$ cat config.mk
export PLATFORM = sky130hd
export DESIGN_NAME = reg_write_arbiter
export DESIGN_NICKNAME = d
export VERILOG_FILES = /design/src/rtl/reg_write_arbiter.sv
export SDC_FILE = /design/constraint.sdc
export NUM_CORES = 1
export LEC_CHECK = 0
export CAP_MARGIN = 5
export CORE_MARGIN = 3
export CORE_UTILIZATION = 36
export CTS_CLUSTER_DIAMETER = 150
export DETAILED_ROUTE_END_ITERATION = 8
export PLACE_DENSITY = 0.75
export SLEW_MARGIN = 25
export SYNTH_ARGS = -nofsm -noshare
export SYNTH_HDL_FRONTEND = slang
export SYNTH_SLANG_ARGS = --single-unit
$ cat constraint.sdc
create_clock -name clk -period 1.6 [get_ports clk]
set_input_delay 0.48 -clock clk [delete_from_list [all_inputs] [get_ports clk]]
set_output_delay 0.48 -clock clk [all_outputs]
set_load 0.01 [all_outputs]
$ cat src/rtl/reg_write_arbiter.sv
// Round-robin arbiter sharing one N-bit holding register among M requesters.
// Every transaction is one IDLE arbitration edge, then one GRANT cycle whose closing edge writes q.
module reg_write_arbiter #(
  parameter  int unsigned N = 8,
  parameter  int unsigned M = 4,
  localparam int unsigned S = $clog2(M)
) (
  input  logic           clk,
  input  logic           rst,
  input  logic [M-1:0]   req,
  input  logic [M*N-1:0] din,
  input  logic           clr,
  output logic [M-1:0]   gnt,
  output logic [N-1:0]   q,
  output logic [S-1:0]   q_src,
  output logic           q_valid,
  output logic           busy
);

  typedef enum logic {
    ST_IDLE  = 1'b0,
    ST_GRANT = 1'b1
  } state_t;

  state_t       r_state;
  state_t       w_state_nxt;
  logic [S-1:0] r_ptr;
  logic [S-1:0] w_ptr_nxt;
  logic [S-1:0] r_widx;
  logic [S-1:0] w_widx_nxt;
  logic [S-1:0] w_win;
  logic [S-1:0] w_cand;
  logic         w_found;
  logic [N-1:0] w_din_sel;
  logic [M-1:0] r_gnt;
  logic [M-1:0] w_gnt_nxt;
  logic [N-1:0] r_q;
  logic [N-1:0] w_q_nxt;
  logic [S-1:0] r_q_src;
  logic [S-1:0] w_q_src_nxt;
  logic         r_q_valid;
  logic         w_q_valid_nxt;
  logic         r_busy;
  logic         w_busy_nxt;

  // First requester at or after r_ptr, wrapping modulo M.
  always_comb begin
    w_found = 1'b0;
    w_win   = '0;
    w_cand  = '0;
    for (int unsigned k = 0; k < M; k++) begin
      w_cand = S'((32'(r_ptr) + k) % M);
      if (!w_found && req[w_cand]) begin
        w_found = 1'b1;
        w_win   = w_cand;
      end
    end
  end

  // Winner's data slice, sampled during the GRANT cycle.
  always_comb begin
    w_din_sel = '0;
    for (int unsigned i = 0; i < M; i++) begin
      if (r_widx == S'(i)) begin
        w_din_sel = din[i*N +: N];
      end
    end
  end

  always_comb begin
    w_state_nxt   = r_state;
    w_ptr_nxt     = r_ptr;
    w_widx_nxt    = r_widx;
    w_gnt_nxt     = '0;
    w_busy_nxt    = 1'b0;
    w_q_nxt       = r_q;
    w_q_src_nxt   = r_q_src;
    w_q_valid_nxt = r_q_valid;
    case (r_state)
      ST_IDLE: begin
        if (w_found) begin
          w_widx_nxt  = w_win;
          w_gnt_nxt   = M'(1) << w_win;
          w_busy_nxt  = 1'b1;
          w_state_nxt = ST_GRANT;
        end
      end
      ST_GRANT: begin
        w_q_nxt       = w_din_sel;
        w_q_src_nxt   = r_widx;
        w_q_valid_nxt = 1'b1;
        w_ptr_nxt     = (r_widx == S'(M - 1)) ? '0 : r_widx + S'(1);
        w_state_nxt   = ST_IDLE;
      end
      default: w_state_nxt = ST_IDLE;
    endcase
    // A clear wins over a same-edge write; the grant itself still counts as consumed.
    if (clr) begin
      w_q_nxt       = '0;
      w_q_src_nxt   = '0;
      w_q_valid_nxt = 1'b0;
    end
  end

  always_ff @(posedge clk or negedge rst) begin
    if (!rst) begin
      r_state <= ST_IDLE;
    end else begin
      r_state <= w_state_nxt;
    end
  end

  always_ff @(posedge clk or negedge rst) begin
    if (!rst) begin
      r_ptr     <= '0;
      r_widx    <= '0;
      r_gnt     <= '0;
      r_busy    <= 1'b0;
      r_q       <= '0;
      r_q_src   <= '0;
      r_q_valid <= 1'b0;
    end else begin
      r_ptr     <= w_ptr_nxt;
      r_widx    <= w_widx_nxt;
      r_gnt     <= w_gnt_nxt;
      r_busy    <= w_busy_nxt;
      r_q       <= w_q_nxt;
      r_q_src   <= w_q_src_nxt;
      r_q_valid <= w_q_valid_nxt;
    end
  end

  assign gnt     = r_gnt;
  assign busy    = r_busy;
  assign q       = r_q;
  assign q_src   = r_q_src;
  assign q_valid = r_q_valid;

endmodule

After elaboration in Yosys (flattened, before gate mapping)
Index checks and enable logic that the tools add are counted.
{"block": "word_totals", "reg_bits": 21, "latchBits": 0, "output_inout_bits": 16, "elab_cells": 62, "mem_count": 0, "input_bits": 39, "romBits": 0, "ram_bits": 0}
{"block": "op_classes", "n_reduce_logical": 9, "add_sub_neg": 4, "eq_ne": 3, "n_mux": 32, "n_lt_le_gt_ge": 4, "bitwise": 1, "n_mul": 0, "shift": 1, "div_mod_pow": 0}
{"operator": "8-bit two-way mux", "n": 6}
{"operator": "2-bit two-way mux", "n": 7}
{"operator": "2-bit by 3-bit less-than comparator with 1-bit output, second input constant", "n": 4}
{"operator": "1-bit two-way mux", "n": 12}
{"operator": "1-bit binary-select mux with 2-bit select", "n": 4}
{"operator": "4-bit two-way mux", "n": 2}
{"operator": "2-bit by 1-bit adder with 2-bit output, second input constant", "n": 2}
{"operator": "2-bit adder, second input constant", "n": 2}
{"operator": "2-bit equality test, second input constant", "n": 2}
{"operator": "1-bit by 2-bit left shift with 4-bit output, first input constant", "n": 1}
{"operator": "1-bit logical AND", "n": 3}
{"operator": "1-bit zero test", "n": 3}
{"operator": "2-bit by 1-bit equality test with 1-bit output, second input constant", "n": 1}
{"operator": "2-bit zero test", "n": 1}
{"operator": "1-bit case mux with 2 select lines", "n": 1}
{"operator": "2-bit AND reduction", "n": 1}
{"operator": "2-bit nonzero test", "n": 1}
{"operator": "1-bit inverter", "n": 1}

Logic depth before layout (Yosys ltp)
Gate-level depths: netlist (run 1).
{"block": "logic_depth", "word_depth": 15, "ltp_mapped": 8, "depth_no_buf": 6}

Least setup slack after synthesis (run 1)
No wires, ideal clock.
{"block": "synth_timing", "path_type": "register to register", "from": "register r_widx[1]", "to": "register r_q[2] (netlist: q[2])", "n_path_buf": 2, "period_less_slack_ps": 1561, "path_slack_ps": 39, "setup_time_ps": 86, "required_time_ps": 1514, "stages_incl_launch_ff": 9, "t_arrival_ps": 1475, "path_cell_list": "dfrtp_1 inv_1 ha_1 buf_6 nor2b_4 buf_6 a221oi_2 o311a_1 nor3_1"}
{"block": "synth_between", "elab_chain_len": 7, "elab_cells_between_ends": 10, "classes_between": "eq/ne (3); mux (6); reduce/logical (1)"}
{"item": "start, declared", "line": "29", "text": "logic [S-1:0] r_widx;"}
{"item": "start signal, assigned", "line": "124", "text": "r_widx <= w_widx_nxt;"}
{"item": "2-bit zero test", "line": "64", "text": "if (r_widx == S'(i)) begin"}
{"item": "8-bit two-way mux (3 in series)", "line": "64"}
{"item": "8-bit two-way mux *", "line": "64"}
{"item": "8-bit two-way mux *", "line": "79", "text": "case (r_state)"}
{"item": "8-bit two-way mux *", "line": "98", "text": "if (clr) begin"}
{"item": "end signal, assigned", "line": "127", "text": "r_q <= w_q_nxt;"}
{"item": "end, declared", "line": "37", "text": "logic [N-1:0] r_q;"}
Every way passes the cells marked *; elsewhere a longest branch is shown, timed or not. The select of a mux whose other input is x is not followed.
A chain may end at the register's enable or synchronous reset.

Worst setup path after layout (run 1)
{"block": "layout_timing", "from": "register r_widx[0]", "to": "register r_q[7] (netlist: q[7])"}
Same word-level chain as after synthesis.

==> flow_summary.yaml, run 1 <==
synth:
  ys_ff_latch: 20
  syn-num-nets: 159
  synth_ff_type: "dfrtp_1"
  ys_types: 29
  yosysTopAreaCellShare_pct: 44.2
  synth_most_common_cell: "dfrtp_1"
  synthCells: 116
  avgSynthCellArea_sq_um: 9.75
  synthArstFlopShare_pct: 100
  synth.area.top_cells: "dfrtp_1 44%, nor2b_1 6.6%, a32o_1 4.4%, ha_1 4.4%, nand2_1 4.3%"
  synth_edf_count: 0
  synth_top_cell_by_area: "dfrtp_1"
  synth_commonest_cells: "20 x dfrtp_1, 13 x nand2_1, 12 x nor2_1, 12 x nor2b_1"
  seq_area_frac_synth_pct: 44.2
  syn-cell-area_sq_mm: 0.00113
  yosys_warnings: 0
clock_network:
  clkLatencyLatePin_ns: 0.29
  clk_pin_slew_ns: 0.10
  clockBufferDepth: 2
  cts_root_buffer: "clkbuf_4"
  cts_tree: "built"
  clock-sinks: 20
  htree_levels: 1
  cts_hold_buffers: 0
  cts_buffers: 3
finish:
  multi_input_area_sq_um: 599
  regArea_sq_um: 502
  final_core_util_pct: 64.9
  antenna_cells: 0
  syn2layout_area_growth_pct: 65.0
  layout-drive-gt1-share_pct: 19.6
  fill_cells: 259
  nets: 229
  fin_cells: 226
critical_path:
  reg2reg_slack_ns: 0.07
  worstSetupPathType: "reg2reg"
  end_kind: "flop"
  crit_chain: "buf_4 -> ha_2 -> buf_6 -> o311a_1 -> nor3_1"
  critPathTopFamily: "flip-flops"
  slowest_stage: "dfrtp_2"
  cp_num_buf_inv: 2
  cp.arrival_ns: 1.75
  path_max_fanout: 10
  path_depth: 5
  cpPeakStageDelay_ns: 0.45
  worstReg2RegStart: "r_widx[0]"
  reg2reg_to: "q[7]"
  cp_data_required_time_ns: 1.82
  startpoint_type: "flop"
  reg2reg_depth: 5
global_routing:
  grt-ovfl-total: 0
  gr-usage-all-layers_pct: 16.7
  grt_max_degree: 21
  antenna_found_initial: 0
  grt_pass1_vias: 1095
  grt_pass1_wl_microns: 4740
timing:
  skew_ns: 0.00396
  finalMaxSlewViolations: 0
  tightest_slew_ns: 0.376
  rsz0062_at_grt: "yes"
  setup_tns_ns: 0
  setup_ws_ns: 0.0679
  post-route-period-util_pct: 95.8
  holdWs_ns: 0.498
  max_slew_margin_pct: 74.9
  max_freq_mhz: 653
  setup-violations-final: 0
  finalHoldViolCount: 0
  fin_crit_ns: 1.53
floorplanning:
  num_rows: 19
  die_area_sq_mm: 0.00385
  ioPinCount: 55
  coreArea_sq_mm: 0.00288
  initial_core_util_pct: 39.3
  die_y_microns: 62.1
  die_w_microns: 62.1
placed_design:
  gp_congestion: 0.816
  io_buffer_count: 54
  dp_hpwl_microns: 2460
  place_inst: 221
  pre_cts_slack_ns: -0.274
routing:
  drt_iter0_drc: 70
  via_per_inst: 4.97
  wl_microns: 3080
  firstDrtPassIters: 4
  postRouteAntennaNets: 0
  routedWlPerCell_microns: 13.6
  vias: 1124
  drcViolationCount: 0
job:
  drv_cap: 0
pwr:
  peakVddDrop_uv: 821
  p_leak_nw: 0.857
  pwr_density_cell_mw_per_mm2: 1410
worst_hold_path:
  min_from: "q[0]"
  min_path_cells: 1
  hold_path.class: "reg2reg"
  min_to: "q[0]"
outcome:
  status: "finished clean"
worst register-to-register path: cells and delay by family, from the launching register on:
kind	cells	cell delay, ns
and+or+nand+nor	1	0.18
buffers and inverters	2	0.28
adders and majority gates	1	0.20
DFF	1	0.45
AOI/OAI and AO/OA	1	0.34
power breakdown:
part / internal [mW] / switching, mW
Clock: 0.0877 / 0.140
Combinational: 0.882 / 0.722
Sequential: 0.676 / 0.115
Total: 1.65 / 0.977
routing by layer:
layer	routed length (microns)	global-route usage (%)	up-vias	part of all wire, %
met5	0	0	-	0
met1	1280	20.2	532	42
met3	238	4.13	2	7.7
met4	17	3.64	0	0.55
met2	1550	29.9	35	50
li1	-	-	555	-
layout make-up:
type | count | share of cell area (%)
timing repair buffer | 73 | 36.4
multi-input combinational | 85 | 32.1
sequential | 20 | 26.9
tap | 42 | 2.82
clock buffer | 3 | 1.21
inverter | 3 | 0.603
timing repair:
item,CTS,global route
pin swaps,2,4
cloned,0,0
hold endpoints to repair,0,0
setup endpoints to repair,22,13
setup buffers,1,1
gates resized for setup,20,8
worst max-delay path by stage:
stage | from | endpoint | slack [ns]
after floorplan | r_widx[1] | q[2] | 0.04
after global placement | req[2] | gnt[0] | -0.19
after detailed placement | req[2] | gnt[0] | -0.27
after CTS | r_widx[0] | q[2] | 0.03
after global routing | r_widx[0] | q[3] | -0.02
final | r_widx[0] | q[7] | 0.07
through the flow:
stage	power [mW]	cell area (sq um)
floorplan	1.68	1130
CTS	2.57	1830
global route	2.87	1870
detailed placement	2.40	1810
global placement	2.37	1810
finish	2.62	1870
sequential cells by signal, summed over array words and instances, names as in the netlist:
signal and cells:
r_ptr 2, q_src 2, q_valid 1, q 8
gnt 4, r_widx 2, busy 1
logic make-up after synthesis:
kind of cell,synth area share (%)
buffers and inverters,5.53
and+or+nand+nor,20.7
adders and majority gates,4.42
muxes,4.65
AOI/OAI and AO/OA,20.5
DFF,44.2
cells in the final DEF, fill, tap and decap left out, types with 4 or more instances in the layout:
master	count
nor2_1	12
dlygate4sd2_1	16
a22oi_1	6
nand2_1	13
buf_4	17
clkdlybuf4s50_1	38
nor2b_1	12
a32o_1	5
dfrtp_1	19
nor3_1	4
o21ai_0	6
Note: power is estimated with default switching activity, not from simulation.
==> inputs of run 2 (changes only) <==
--- a/config.mk
+++ b/config.mk
@@ -11,6 +11,7 @@
 export CTS_CLUSTER_DIAMETER = 150
 export DETAILED_ROUTE_END_ITERATION = 8
 export PLACE_DENSITY = 0.75
+export SETUP_SLACK_MARGIN = 0.4
 export SLEW_MARGIN = 25
 export SYNTH_ARGS = -nofsm -noshare
 export SYNTH_HDL_FRONTEND = slang
==> flow_summary.yaml, run 2 (same netlist as run 1, synthesis figures left out) <==
timing:
  fin_crit_ns: 1.54
  skew_ns: 0.00277
  holdWs_ns: 0.516
  post-route-period-util_pct: 96.3
  finalHoldViolCount: 0
  setup-violations-final: 0
  finalMaxSlewViolations: 0
  tightest_slew_ns: 0.389
  max_freq_mhz: 649
  rsz0062_at_grt: "yes"
  max_slew_margin_pct: 74.0
floorplanning:
  die_area_sq_mm: 0.00385
  die_y_microns: 62.1
  die_w_microns: 62.1
  ioPinCount: 55
  initial_core_util_pct: 39.3
  coreArea_sq_mm: 0.00288
  num_rows: 19
critical_path:
  worstSetupPathType: "reg2reg"
  startpoint_type: "flop"
  slowest_stage: "dfrtp_2"
  end_kind: "flop"
  cpPeakStageDelay_ns: 0.46
  reg2reg_depth: 6
  cp.arrival_ns: 1.74
  worstReg2RegStart: "r_widx[0]"
  reg2reg_slack_ns: 0.06
  cp_data_required_time_ns: 1.80
  path_max_fanout: 12
  reg2reg_to: "q[5]"
  crit_chain: "inv_2 -> buf_4 -> ha_4 -> nor2b_4 -> o21ai_0 -> a32o_1"
clock_network:
  cts_tree: "built"
  clock-sinks: 20
  htree_levels: 1
  clk_pin_slew_ns: 0.11
  cts_buffers: 3
  cts_root_buffer: "clkbuf_4"
  clkLatencyLatePin_ns: 0.29
  clockBufferDepth: 2
placed_design:
  gp_congestion: 0.814
  io_buffer_count: 54
  dp_hpwl_microns: 2570
pwr:
  power_mw: 3.16
  p_leak_nw: 0.925
  peakVddDrop_uv: 847
  pwr_density_cell_mw_per_mm2: 1530
routing:
  routedWlPerCell_microns: 15.4
  top_layer: "met4"
  postRouteAntennaNets: 0
  drt_iter0_drc: 40
  m1WireLength_microns: 1360
  firstDrtPassIters: 4
  wl_microns: 3600
  vias: 1184
  dr_wl_met2_microns: 1940
  met3_length_microns: 263
  via_per_inst: 5.06
  drcViolationCount: 0
finish:
  final_common_cell: "clkdlybuf4s50_1"
  fill_cells: 206
  antenna_cells: 0
  layout-drive-gt1-share_pct: 43.8
  syn2layout_area_growth_pct: 82.3
  nets: 236
  layout_common_cells: "34 x clkdlybuf4s50_1, 24 x buf_4, 17 x dfrtp_1"
  largest_register_ffs: 8
global_routing:
  gr-usage-all-layers_pct: 18.4
  grt-ovfl-total: 0
  grt_max_degree: 21
  grt_pass1_wl_microns: 5220
  antenna_found_initial: 0
  grt_pass1_vias: 1228
outcome:
  status: "finished clean"
job:
  drv_cap: 0
worst_hold_path:
  hold_path.class: "in2async"
run 2: cell count changes in the layout (fill, tap and decap cells not counted), sizes merged:
cell           change
dlygate4sd2       -15
buf               +26
clkdlybuf4s50      -4
bufinv             +1
run 2: layer usage:
metal,vias to the layer above,global-route usage (%)
met5,-,0
met4,0,3.64
met3,4,3.31
met2,46,36.1
met1,564,20.2
li1,570,-
run 2: per-stage QoR:
step / cell area (sq um) / std cells / util (%) / worst slack (ns) / TNS, ns
final: 2060 / 234 / 71.7 / 0.0599 / 0
after global routing: 2060 / 234 / 71.7 / 0.00694 / 0
after CTS: 1920 / 228 / 66.7 / 0.0635 / 0
after detailed placement: 1770 / 213 / 61.6 / -0.362 / -2.06
after global placement: 1770 / 213 / 61.6 / -0.223 / -1.27
after floorplan: 1180 / 116 / - / 0.149 / 0
run 2: worst max path at each step:
stage / start / end / cells after the start
finish: r_widx[0] / q[5] / 6
global route: r_widx[0] / q[7] / 6
CTS: r_widx[0] / q[2] / 6
detailed placement: req[2] / gnt[2] / 5
global placement: req[2] / gnt[2] / 5
floorplan: r_widx[1] / q[0] / 8
run 2: layout make-up:
class / instances / area [sq um] / share of cell area (%)
flip-flops and latches: 20 / 504 / 24.5
repair buffers: 80 / 678 / 32.9
clock inverters: 1 / 30.0 / 1.46
inverters: 3 / 11.3 / 0.546
multi-input cells: 85 / 763 / 37.0
well taps: 42 / 52.6 / 2.55
clock buffers: 3 / 22.5 / 1.09
run 2: power breakdown:
| part | internal, mW | switching [mW] | leakage (nW) |
|---|---|---|---|
| registers | 0.682 | 0.152 | 0.256 |
| clock network | 0.253 | 0.152 | 0.0279 |
| logic | 1.05 | 0.872 | 0.641 |
| total | 1.98 | 1.18 | 0.925 |
run 2: timing repair:
action                                  CTS  global route
hold buffers                              0             0
setup buffers                            11             6
pin swaps                                 6             6
endpoints found under the setup margin   32            32
gates resized for setup                  94            27
run 2: worst max-delay path, delay by kind of cell (launching register included):
family                     cells  cell delay [ns]
and+or+nand+nor                1             0.16
AOI/OAI and AO/OA              2             0.36
buffers and inverters          2             0.22
adders and majority gates      1             0.23
DFF                            1             0.46
==> inputs of run 3 (changes only) <==
--- a/config.mk
+++ b/config.mk
@@ -7,10 +7,12 @@
 export LEC_CHECK = 0
 export CAP_MARGIN = 5
 export CORE_MARGIN = 3
-export CORE_UTILIZATION = 36
+export CORE_UTILIZATION = 37
+export CTS_BUF_LIST = sky130_fd_sc_hd__clkbuf_8
 export CTS_CLUSTER_DIAMETER = 150
 export DETAILED_ROUTE_END_ITERATION = 8
-export PLACE_DENSITY = 0.75
+export GPL_ROUTABILITY_DRIVEN = 0
+export PLACE_DENSITY = 0.77
 export SETUP_SLACK_MARGIN = 0.4
 export SLEW_MARGIN = 25
 export SYNTH_ARGS = -nofsm -noshare
==> flow_summary.yaml, run 3 (same netlist as run 1, synthesis figures left out) <==
outcome:
  status: "finished clean"
global_routing:
  grt_max_degree: 21
  gr-usage-all-layers_pct: 20.6
  grt_pass1_vias: 1246
  grt-ovfl-total: 0
  antenna_found_initial: 0
  grt_pass1_wl_microns: 5610
clock_network:
  cts_root_buffer: "clkbuf_8"
  clkLatencyLatePin_ns: 0.26
  clk_pin_slew_ns: 0.08
  cts_hold_buffers: 0
  cts_tree: "built"
  cts_buffers: 3
  clockBufferDepth: 2
  htree_levels: 1
  clock-sinks: 20
finish:
  nets: 239
  largest_register_ffs: 8
  layout_common_cells: "34 x clkdlybuf4s50_1, 26 x buf_4, 17 x dfrtp_1"
  layout-drive-gt1-share_pct: 51.3
  fill_cells: 197
  syn2layout_area_growth_pct: 87.7
  regArea_sq_um: 504
  multi_input_area_sq_um: 806
  final_core_util_pct: 75.1
  antenna_cells: 0
  final_common_cell: "clkdlybuf4s50_1"
critical_path:
  worstSetupPathType: "reg2reg"
  cp_data_required_time_ns: 1.78
  path_max_fanout: 8
  end_kind: "flop"
  cp.arrival_ns: 1.72
  startpoint_type: "flop"
floorplanning:
  die_area_sq_mm: 0.00376
  die_y_microns: 61.3
  die_w_microns: 61.3
  num_rows: 19
  ioPinCount: 55
  initial_core_util_pct: 40.0
  coreArea_sq_mm: 0.00283
routing:
  drcViolationCount: 0
  via_per_inst: 5.27
  wl_microns: 3910
  firstDrtPassIters: 4
  postRouteAntennaNets: 0
  drt_iter0_drc: 31
  routedWlPerCell_microns: 17.3
  vias: 1192
timing:
  post-route-period-util_pct: 96.4
  tightest_slew_ns: 0.295
  max_freq_mhz: 648
  max_slew_margin_pct: 80.3
  fin_crit_ns: 1.54
  skew_ns: 0.00877
  rsz0062_at_grt: "yes"
  setup-violations-final: 0
  finalMaxSlewViolations: 0
  finalHoldViolCount: 0
pwr:
  p_leak_nw: 0.951
  pwr_density_cell_mw_per_mm2: 1540
  peakVddDrop_uv: 1030
  power_mw: 3.27
placed_design:
  dp_hpwl_microns: 2740
  io_buffer_count: 54
worst_hold_path:
  hold_path.class: "reg2reg"
job:
  drv_cap: 0
## run 3: cell types whose count changed in the layout (fill, tap and decap cells not counted), moves of 3 or more
| cell | change |
|---|---|
| nand2_2 | +4 |
| nand2_1 | -4 |
| clkbuf_4 | -3 |
| a22oi_1 | -3 |
| clkbuf_8 | +3 |
| a22oi_2 | +3 |
## run 3: cell type report
cell class	instances	share of cell area, %
inverters	3	0.648
well taps	31	1.83
repair buffers	83	33.7
clock buffers	3	1.94
flip-flops and latches	20	23.7
clock inverters	1	0.177
multi-input cells	85	37.9
## run 3: where the power goes
group	total (mW)	leakage (nW)	switching [mW]	internal, mW
Combinational	2.09	0.669	0.950	1.14
Sequential	0.841	0.256	0.158	0.683
Clock	0.336	0.0269	0.165	0.171
## run 3: metal layers
metal	routed length [microns]	track usage, %	vias up
met1	1540	22.6	559
li1	-	-	571
met5	0	0	-
met3	343	4.82	7
met2	1950	37.8	55
met4	82	8.36	0
## run 3: repair_timing
action,CTS,global route
endpoints found under the setup margin,32,31
resized for setup,101,37
setup buffers,10,5
pin swaps,14,13
## run 3: metrics by stage
| stage | hold slack (ns) | instance area (sq um) | cells | setup TNS [ns] | setup slack, ns |
|---|---|---|---|---|---|
| floorplan | 0.184 | 1180 | 116 | 0 | 0.149 |
| global placement | 0.480 | 1800 | 207 | -1.23 | -0.216 |
| detailed placement | 0.480 | 1800 | 207 | -1.98 | -0.333 |
| CTS | 0.492 | 1970 | 221 | 0 | 0.0736 |
| global route | 0.503 | 2120 | 226 | -0.00680 | -0.00680 |
| finish | 0.490 | 2120 | 226 | 0 | 0.0575 |
## run 3: worst paths after layout
kind,startpoint,end,slack (ns),cells past startpoint
worst max-delay path,r_widx[0],q[7],0.06,5
worst min-delay path,q[3],q[3],0.49,1
min in group asynchronous,rst,q[1],0.56,2
worst min register to register,q[3],q[3],0.49,1
worst max register to register,r_widx[0],q[7],0.06,5
max in group asynchronous,rst,r_ptr[1],0.82,2
## run 3: critical path, stage by stage (launching register included)
cell and delay, ns:
dfrtp_2 0.46, buf_4 0.17, ha_4 0.17, buf_4 0.16
o311a_1 0.37, nor3_2 0.13
